==> config.mk <==
export PLATFORM = sky130hd
export DESIGN_NAME = carrier_loop_filter
export DESIGN_NICKNAME = d
export VERILOG_FILES = /design/src/rtl/carrier_loop_filter_pkg.sv /design/src/rtl/carrier_loop_filter_gain_scale.sv /design/src/rtl/carrier_loop_filter.sv
export SDC_FILE = /design/constraint.sdc
export NUM_CORES = 1
export LEC_CHECK = 0
export BUFFER_PORTS_ARGS = -buffer_cell sky130_fd_sc_hd__buf_2
export CORE_ASPECT_RATIO = 1.2
export CORE_MARGIN = 8
export CORE_UTILIZATION = 40
export CTS_CLUSTER_SIZE = 16
export DETAILED_ROUTE_END_ITERATION = 16
export SLEW_MARGIN = 25
export SYNTH_ARGS = -nofsm -noshare
export SYNTH_HDL_FRONTEND = slang
export SYNTH_SLANG_ARGS = --single-unit
==> constraint.sdc <==
create_clock -name clk -period 8.3 [get_ports clk]
set_input_delay 0.415 -clock clk [delete_from_list [all_inputs] [get_ports clk]]
set_output_delay 0.415 -clock clk [all_outputs]
set_load 0.005 [all_outputs]
==> src/rtl/carrier_loop_filter_pkg.sv <==
// Shared constants and types for the carrier loop filter.
// Holds the default widths, acquisition-control bit positions, lock states and 32-bit saturation bounds.
package carrier_loop_pkg;

  localparam int DEF_ERR_W = 12;
  localparam int DEF_OUT_W = 32;

  localparam int ACQ_FREEZE_BIT = 0;
  localparam int ACQ_NOLEAD_BIT = 1;

  localparam logic signed [31:0] SAT_MAX = 32'sh7FFF_FFFF;
  localparam logic signed [31:0] SAT_MIN = 32'sh8000_0000;

  typedef enum logic {
    UNLOCKED = 1'b0,
    LOCKED   = 1'b1
  } lock_state_e;

endpackage

==> src/rtl/carrier_loop_filter_gain_scale.sv <==
// Combinational gain stage: signed error times unsigned mantissa, shifted left by the exponent.
// The result saturates to the signed 32-bit range.
module loop_gain_scale
  import carrier_loop_pkg::*;
#(
  parameter int ERR_W = DEF_ERR_W,
  parameter int OUT_W = DEF_OUT_W
) (
  input  logic signed [ERR_W-1:0] err,
  input  logic        [7:0]       gainMan,
  input  logic        [4:0]       gainExp,
  output logic signed [OUT_W-1:0] term
);

  localparam int PROD_W = ERR_W + 9;
  localparam logic signed [63:0] SAT_HI = 64'(SAT_MAX);
  localparam logic signed [63:0] SAT_LO = 64'(SAT_MIN);

  function automatic logic signed [OUT_W-1:0] sat32(input logic signed [63:0] x);
    if (x > SAT_HI)
      return OUT_W'(SAT_HI);
    else if (x < SAT_LO)
      return OUT_W'(SAT_LO);
    else
      return x[OUT_W-1:0];
  endfunction

  logic signed [PROD_W-1:0] prod;
  logic signed [63:0]       shifted;

  always_comb begin
    prod    = PROD_W'(err) * PROD_W'($signed({1'b0, gainMan}));
    shifted = {{(64-PROD_W){prod[PROD_W-1]}}, prod} << gainExp;
    term    = sat32(shifted);
  end

endmodule

==> src/rtl/carrier_loop_filter.sv <==
// Proportional-plus-integral carrier loop filter with a hysteretic lock detector.
// Four register stages: error conditioning, gain scaling, integration, output summation.
module carrier_loop_filter
  import carrier_loop_pkg::*;
#(
  parameter int ERR_W = DEF_ERR_W,
  parameter int OUT_W = DEF_OUT_W
) (
  input  logic                    clk,
  input  logic                    reset,
  input  logic                    clkEn,
  input  logic signed [ERR_W-1:0] error,
  input  logic                    zeroError,
  input  logic                    invertError,
  input  logic                    clearAccum,
  input  logic        [1:0]       acqTrackControl,
  input  logic        [4:0]       leadExp,
  input  logic        [4:0]       lagExp,
  input  logic        [7:0]       leadMan,
  input  logic        [7:0]       lagMan,
  input  logic signed [OUT_W-1:0] upperLimit,
  input  logic signed [OUT_W-1:0] lowerLimit,
  input  logic        [15:0]      lockCount,
  input  logic        [11:0]      syncThreshold,
  output logic signed [OUT_W-1:0] loopOut,
  output logic                    outValid,
  output logic signed [OUT_W-1:0] lagAccum,
  output logic                    lockStatus
);

  localparam logic signed [ERR_W-1:0] ERR_MIN = {1'b1, {(ERR_W-1){1'b0}}};
  localparam logic signed [ERR_W-1:0] ERR_MAX = ~ERR_MIN;

  function automatic logic signed [ERR_W-1:0] condition(input logic signed [ERR_W-1:0] e,
                                                         input logic zero, input logic inv);
    if (zero)
      return '0;
    else if (inv)
      return (e == ERR_MIN) ? ERR_MAX : -e;
    else
      return e;
  endfunction

  // An inverted limit pair resolves to upperLimit above it and lowerLimit otherwise.
  function automatic logic signed [OUT_W-1:0] clamp(input logic signed [OUT_W:0]   x,
                                                     input logic signed [OUT_W-1:0] hi,
                                                     input logic signed [OUT_W-1:0] lo);
    logic signed [OUT_W:0] hiX;
    logic signed [OUT_W:0] loX;
    hiX = {hi[OUT_W-1], hi};
    loX = {lo[OUT_W-1], lo};
    if (x > hiX)
      return hi;
    else if (x < loX)
      return lo;
    else
      return x[OUT_W-1:0];
  endfunction

  logic                    vld_p1, vld_p2, vld_p3;
  logic signed [ERR_W-1:0] condErr_p1;
  logic        [ERR_W-1:0] mag_p1;
  logic                    inBand_p1, inBand_p2;
  logic signed [OUT_W-1:0] leadTerm_p1, lagTerm_p1;
  logic signed [OUT_W-1:0] leadTerm_p2, lagTerm_p2, leadTerm_p3;
  logic signed [OUT_W:0]   accSum, outSum;
  logic        [15:0]      lockCnt, lockCntNext;
  lock_state_e             lockState, lockStateNext;

  // Stage 1: condition the incoming error.
  always_ff @(posedge clk) begin
    if (clkEn)
      condErr_p1 <= condition(error, zeroError, invertError);
  end

  // Stage 2: scale the conditioned error and compute the in-band flag.
  loop_gain_scale #(.ERR_W(ERR_W), .OUT_W(OUT_W)) u_lead (
    .err(condErr_p1), .gainMan(leadMan), .gainExp(leadExp), .term(leadTerm_p1)
  );

  loop_gain_scale #(.ERR_W(ERR_W), .OUT_W(OUT_W)) u_lag (
    .err(condErr_p1), .gainMan(lagMan), .gainExp(lagExp), .term(lagTerm_p1)
  );

  always_comb begin
    mag_p1    = condErr_p1[ERR_W-1] ? $unsigned(-condErr_p1) : $unsigned(condErr_p1);
    inBand_p1 = (mag_p1 < syncThreshold);
  end

  always_ff @(posedge clk) begin
    if (vld_p1) begin
      leadTerm_p2 <= acqTrackControl[ACQ_NOLEAD_BIT] ? '0 : leadTerm_p1;
      lagTerm_p2  <= lagTerm_p1;
      inBand_p2   <= inBand_p1;
    end
    if (vld_p2)
      leadTerm_p3 <= leadTerm_p2;
  end

  // Stage 3: integrator update and lock counter; stage 4: output sum.
  always_comb begin
    accSum = {lagAccum[OUT_W-1], lagAccum} + {lagTerm_p2[OUT_W-1], lagTerm_p2};
    outSum = {leadTerm_p3[OUT_W-1], leadTerm_p3} + {lagAccum[OUT_W-1], lagAccum};
  end

  always_comb begin
    lockCntNext   = lockCnt;
    lockStateNext = lockState;
    if (lockCount == 16'd0) begin
      lockCntNext   = '0;
      lockStateNext = UNLOCKED;
    end else begin
      if (inBand_p2)
        lockCntNext = (lockCnt >= lockCount) ? lockCount : lockCnt + 16'd1;
      else
        lockCntNext = (lockCnt == 16'd0) ? 16'd0 : lockCnt - 16'd1;
      if (lockCntNext > lockCount)
        lockCntNext = lockCount;
      if (lockState == UNLOCKED && lockCntNext == lockCount)
        lockStateNext = LOCKED;
      else if (lockState == LOCKED && lockCntNext == 16'd0)
        lockStateNext = UNLOCKED;
    end
  end

  always_ff @(posedge clk) begin
    if (reset) begin
      vld_p1    <= 1'b0;
      vld_p2    <= 1'b0;
      vld_p3    <= 1'b0;
      outValid  <= 1'b0;
      lagAccum  <= '0;
      loopOut   <= '0;
      lockCnt   <= '0;
      lockState <= UNLOCKED;
    end else begin
      vld_p1   <= clkEn;
      vld_p2   <= vld_p1;
      vld_p3   <= vld_p2;
      outValid <= vld_p3;
      if (clearAccum)
        lagAccum <= '0;
      else if (vld_p2 && !acqTrackControl[ACQ_FREEZE_BIT])
        lagAccum <= clamp(accSum, upperLimit, lowerLimit);
      if (vld_p3)
        loopOut <= clamp(outSum, upperLimit, lowerLimit);
      if (vld_p2) begin
        lockCnt   <= lockCntNext;
        lockState <= lockStateNext;
      end
    end
  end

  assign lockStatus = (lockState == LOCKED);

endmodule

==> results_dict.tcl <==
set metrics [dict create \
    finalCritPeriodShare 0.9229 \
    numPortBuffers 203 \
    r2r_start "condErr_p1[11]" \
    cts_tree "yes" \
    timing.setup.tns_ps 0 \
    grt_max_degree 67 \
    clockRootBuffer "clkbuf_16" \
    finalSetupViolCount 0 \
    start_util 0.4044 \
    ys_types 99 \
    crit_chain "and2_1 > fa_1 > inv_1 > fa_1 > inv_1 > fa_1 > inv_1 > fa_1 > inv_1 > ha_1 > o21a_1 > o21ai_0 > a21oi_1 > o21a_1 > o41ai_4 > or2_1 > o311ai_1 > a2111o_1 > a311oi_1 > a21oi_1 > o21ai_4 > o21ai_0" \
    mostFrequentLayoutCells "385 x inv_1, 343 x nand2_1, 326 x ha_1, 254 x a21oi_1, 249 x nor2_1" \
    viasPerCell 5.629 \
    max_freq_ghz 0.1305 \
    dp_cells 4540 \
    critPathMaxFanout 27 \
    startpoint "condErr_p1[11]" \
    hpwl_microns 71900 \
    post_cts_resized 0 \
    clk_latency_ps 500 \
    antenna_found_initial 5 \
    worstPathRequired_ps 8480 \
    ios 204 \
    dr.pass1.iters 6 \
    finalWirelength_microns 86800 \
    rows 107 \
    htree_levels 4 \
    ys_warn_count 0 \
    ant_nets 0 \
    slew_headroom 0.3467 \
    drt_iter0_drc 1726 \
    final_net_count 4255 \
    holdCritPathClass "input pin to flop" \
    syn_inst 3571 \
    crit_arrival_ps 7840 \
    worstSetupEndpointType "flop" \
    cts_num_sinks 194 \
    final_common_cell "inv_1" \
    slowest_stage "o21ai_4" \
    post_cts_buffers 0 \
    dieArea_sq_mm 0.08059 \
    syn_nets 4193 \
    outcome "complete, no violations" \
    routedWlPerCell_microns 18.97 \
    vias 25754 \
    syn-cell-area_sq_mm 0.02869 \
    grt.overflow.total 0 \
    synth_seq_area_share 0.1734 \
    slew_violations 0 \
    worst_pin_slew_ps 980.0 \
    hold_viol_final 0 \
    final_cells 4575 \
    drcViolationCount 0 \
    final.min_clock_period_ps 7660 \
    cts-buffers-inserted 17 \
    cts_buffer_depth 2 \
    syn_area_per_cell_sq_um 8.035 \
    grt_usage 0.2132 \
    place_congestion 0.9532 \
    fin_skew_ps 24.85 \
    dieWidth_microns 260.5 \
    ys_seq_elements 194 \
    hold_start "lowerLimit[23]" \
    fp.dieH_microns 309.4 \
    synth_edf_count 109 \
    drive_above_1_share 0.09792 \
    async_reset_ff_frac 0 \
    rsz0062_at_grt "false" \
    grt_pass1_wl_microns 139100 \
    ctsHoldBuffers 0 \
    worstSetupStartpointType "flop" \
    max-cap-violations 0 \
    cpPeakStageDelay_ps 600 \
    worstSetupPathType "flop to flop" \
    ys.flop_type "edfxtp_1" \
    cts.reportedPaths.clkPinSlew_ps 90 \
    core_sq_mm 0.07096 \
    syn2layout_area_growth_pct 8.058 \
    grt_pass1_vias 25502 \
]
-- stage by stage --
step                hold slack, ps  utilization  instance area (sq um)  setup WS [ps]
floorplan                    400.3            -                  28690           1591
global placement             403.0       0.4281                  30380          786.7
detailed placement           404.5       0.4281                  30380          671.8
CTS                          219.9       0.4368                  30990          656.1
global route                 268.3       0.4369                  31000          199.7
finish                       260.1       0.4370                  31000          639.7
-- worst paths after layout --
path,end,slack (ps),depth (start not counted)
hold reg to reg,leadTerm_p3[17],420,0
hold / removal,loopOut[23],260,3
setup / recovery,leadTerm_p2[16],640,22
setup reg to reg,leadTerm_p2[16],640,22
-- synth_stat cells (35+ instances only) --
library cell | instances | area [sq um]
inv_1 | 385 | 1445
and2_1 | 120 | 750.7
edfxtp_1 | 109 | 3273
o21ai_0 | 196 | 980.9
clkbuf_1 | 155 | 581.8
o21a_1 | 43 | 322.8
xor2_1 | 47 | 411.6
mux2i_1 | 81 | 810.8
a21o_1 | 108 | 810.8
xnor2_1 | 83 | 727.0
dfxtp_1 | 85 | 1702
nor3_1 | 48 | 240.2
nand4_1 | 36 | 225.2
nand3_1 | 59 | 295.3
ha_1 | 326 | 4079
a21oi_1 | 255 | 1276
or3_1 | 35 | 219.0
nand2_1 | 343 | 1287
nor2_1 | 251 | 942.2
a211oi_1 | 59 | 442.9
fa_1 | 158 | 3163
-- layer usage --
layer  global-route usage  routed length (microns)  up-vias
met1               0.2759                    38640    12072
li1                     -                        -    12780
met3              0.02471                     4027      157
met4              0.07844                     3092        2
met5                    0                       13        -
met2               0.3635                    41020      743
-- state kept, by name (all words and copies together) (netlist names) --
signal	cells
vld_p3	1
inBand_p2	1
outValid	1
lagAccum	32
lagTerm_p2	32
lockCnt	16
leadTerm_p3	32
condErr_p1	12
loopOut	32
vld_p2	1
leadTerm_p2	32
vld_p1	1
lockStatus	1
-- worst max-delay path: cells and delay by family (launching register included) --
family / cells / cell delay (ps)
flops: 1 / 560
buf+inv: 4 / 300
compound gates: 11 / 3200
fa+ha+maj: 5 / 2520
simple gates: 2 / 740
-- cells by family after synthesis --
| kind of cell | after synthesis | synth area share |
|---|---|---|
| multiplexers | 112 | 0.04239 |
| XOR/XNOR | 134 | 0.04282 |
| flip-flops | 194 | 0.1734 |
| AO/OA/AOI/OAI | 1025 | 0.2388 |
| adder cells (fa/ha/maj) | 484 | 0.2524 |
| AND/OR/NAND/NOR | 1045 | 0.1737 |
| buffers and inverters | 577 | 0.07649 |
-- final cells by class --
| type | instances | area, sq um |
|---|---|---|
| fillers | 7205 | 39950 |
| flip-flops and latches | 194 | 4977 |
| repair buffers | 229 | 1211 |
| clock inverters | 15 | 191.4 |
| clock buffers | 17 | 425.4 |
| diodes | 3 | 7.507 |
| inverters | 391 | 1468 |
| well taps | 926 | 1159 |
| multi-input cells | 2800 | 21570 |
Power is left out: the tool's default activity adds up to more than one toggle a clock period on the data nets, which glitch-free logic cannot reach.
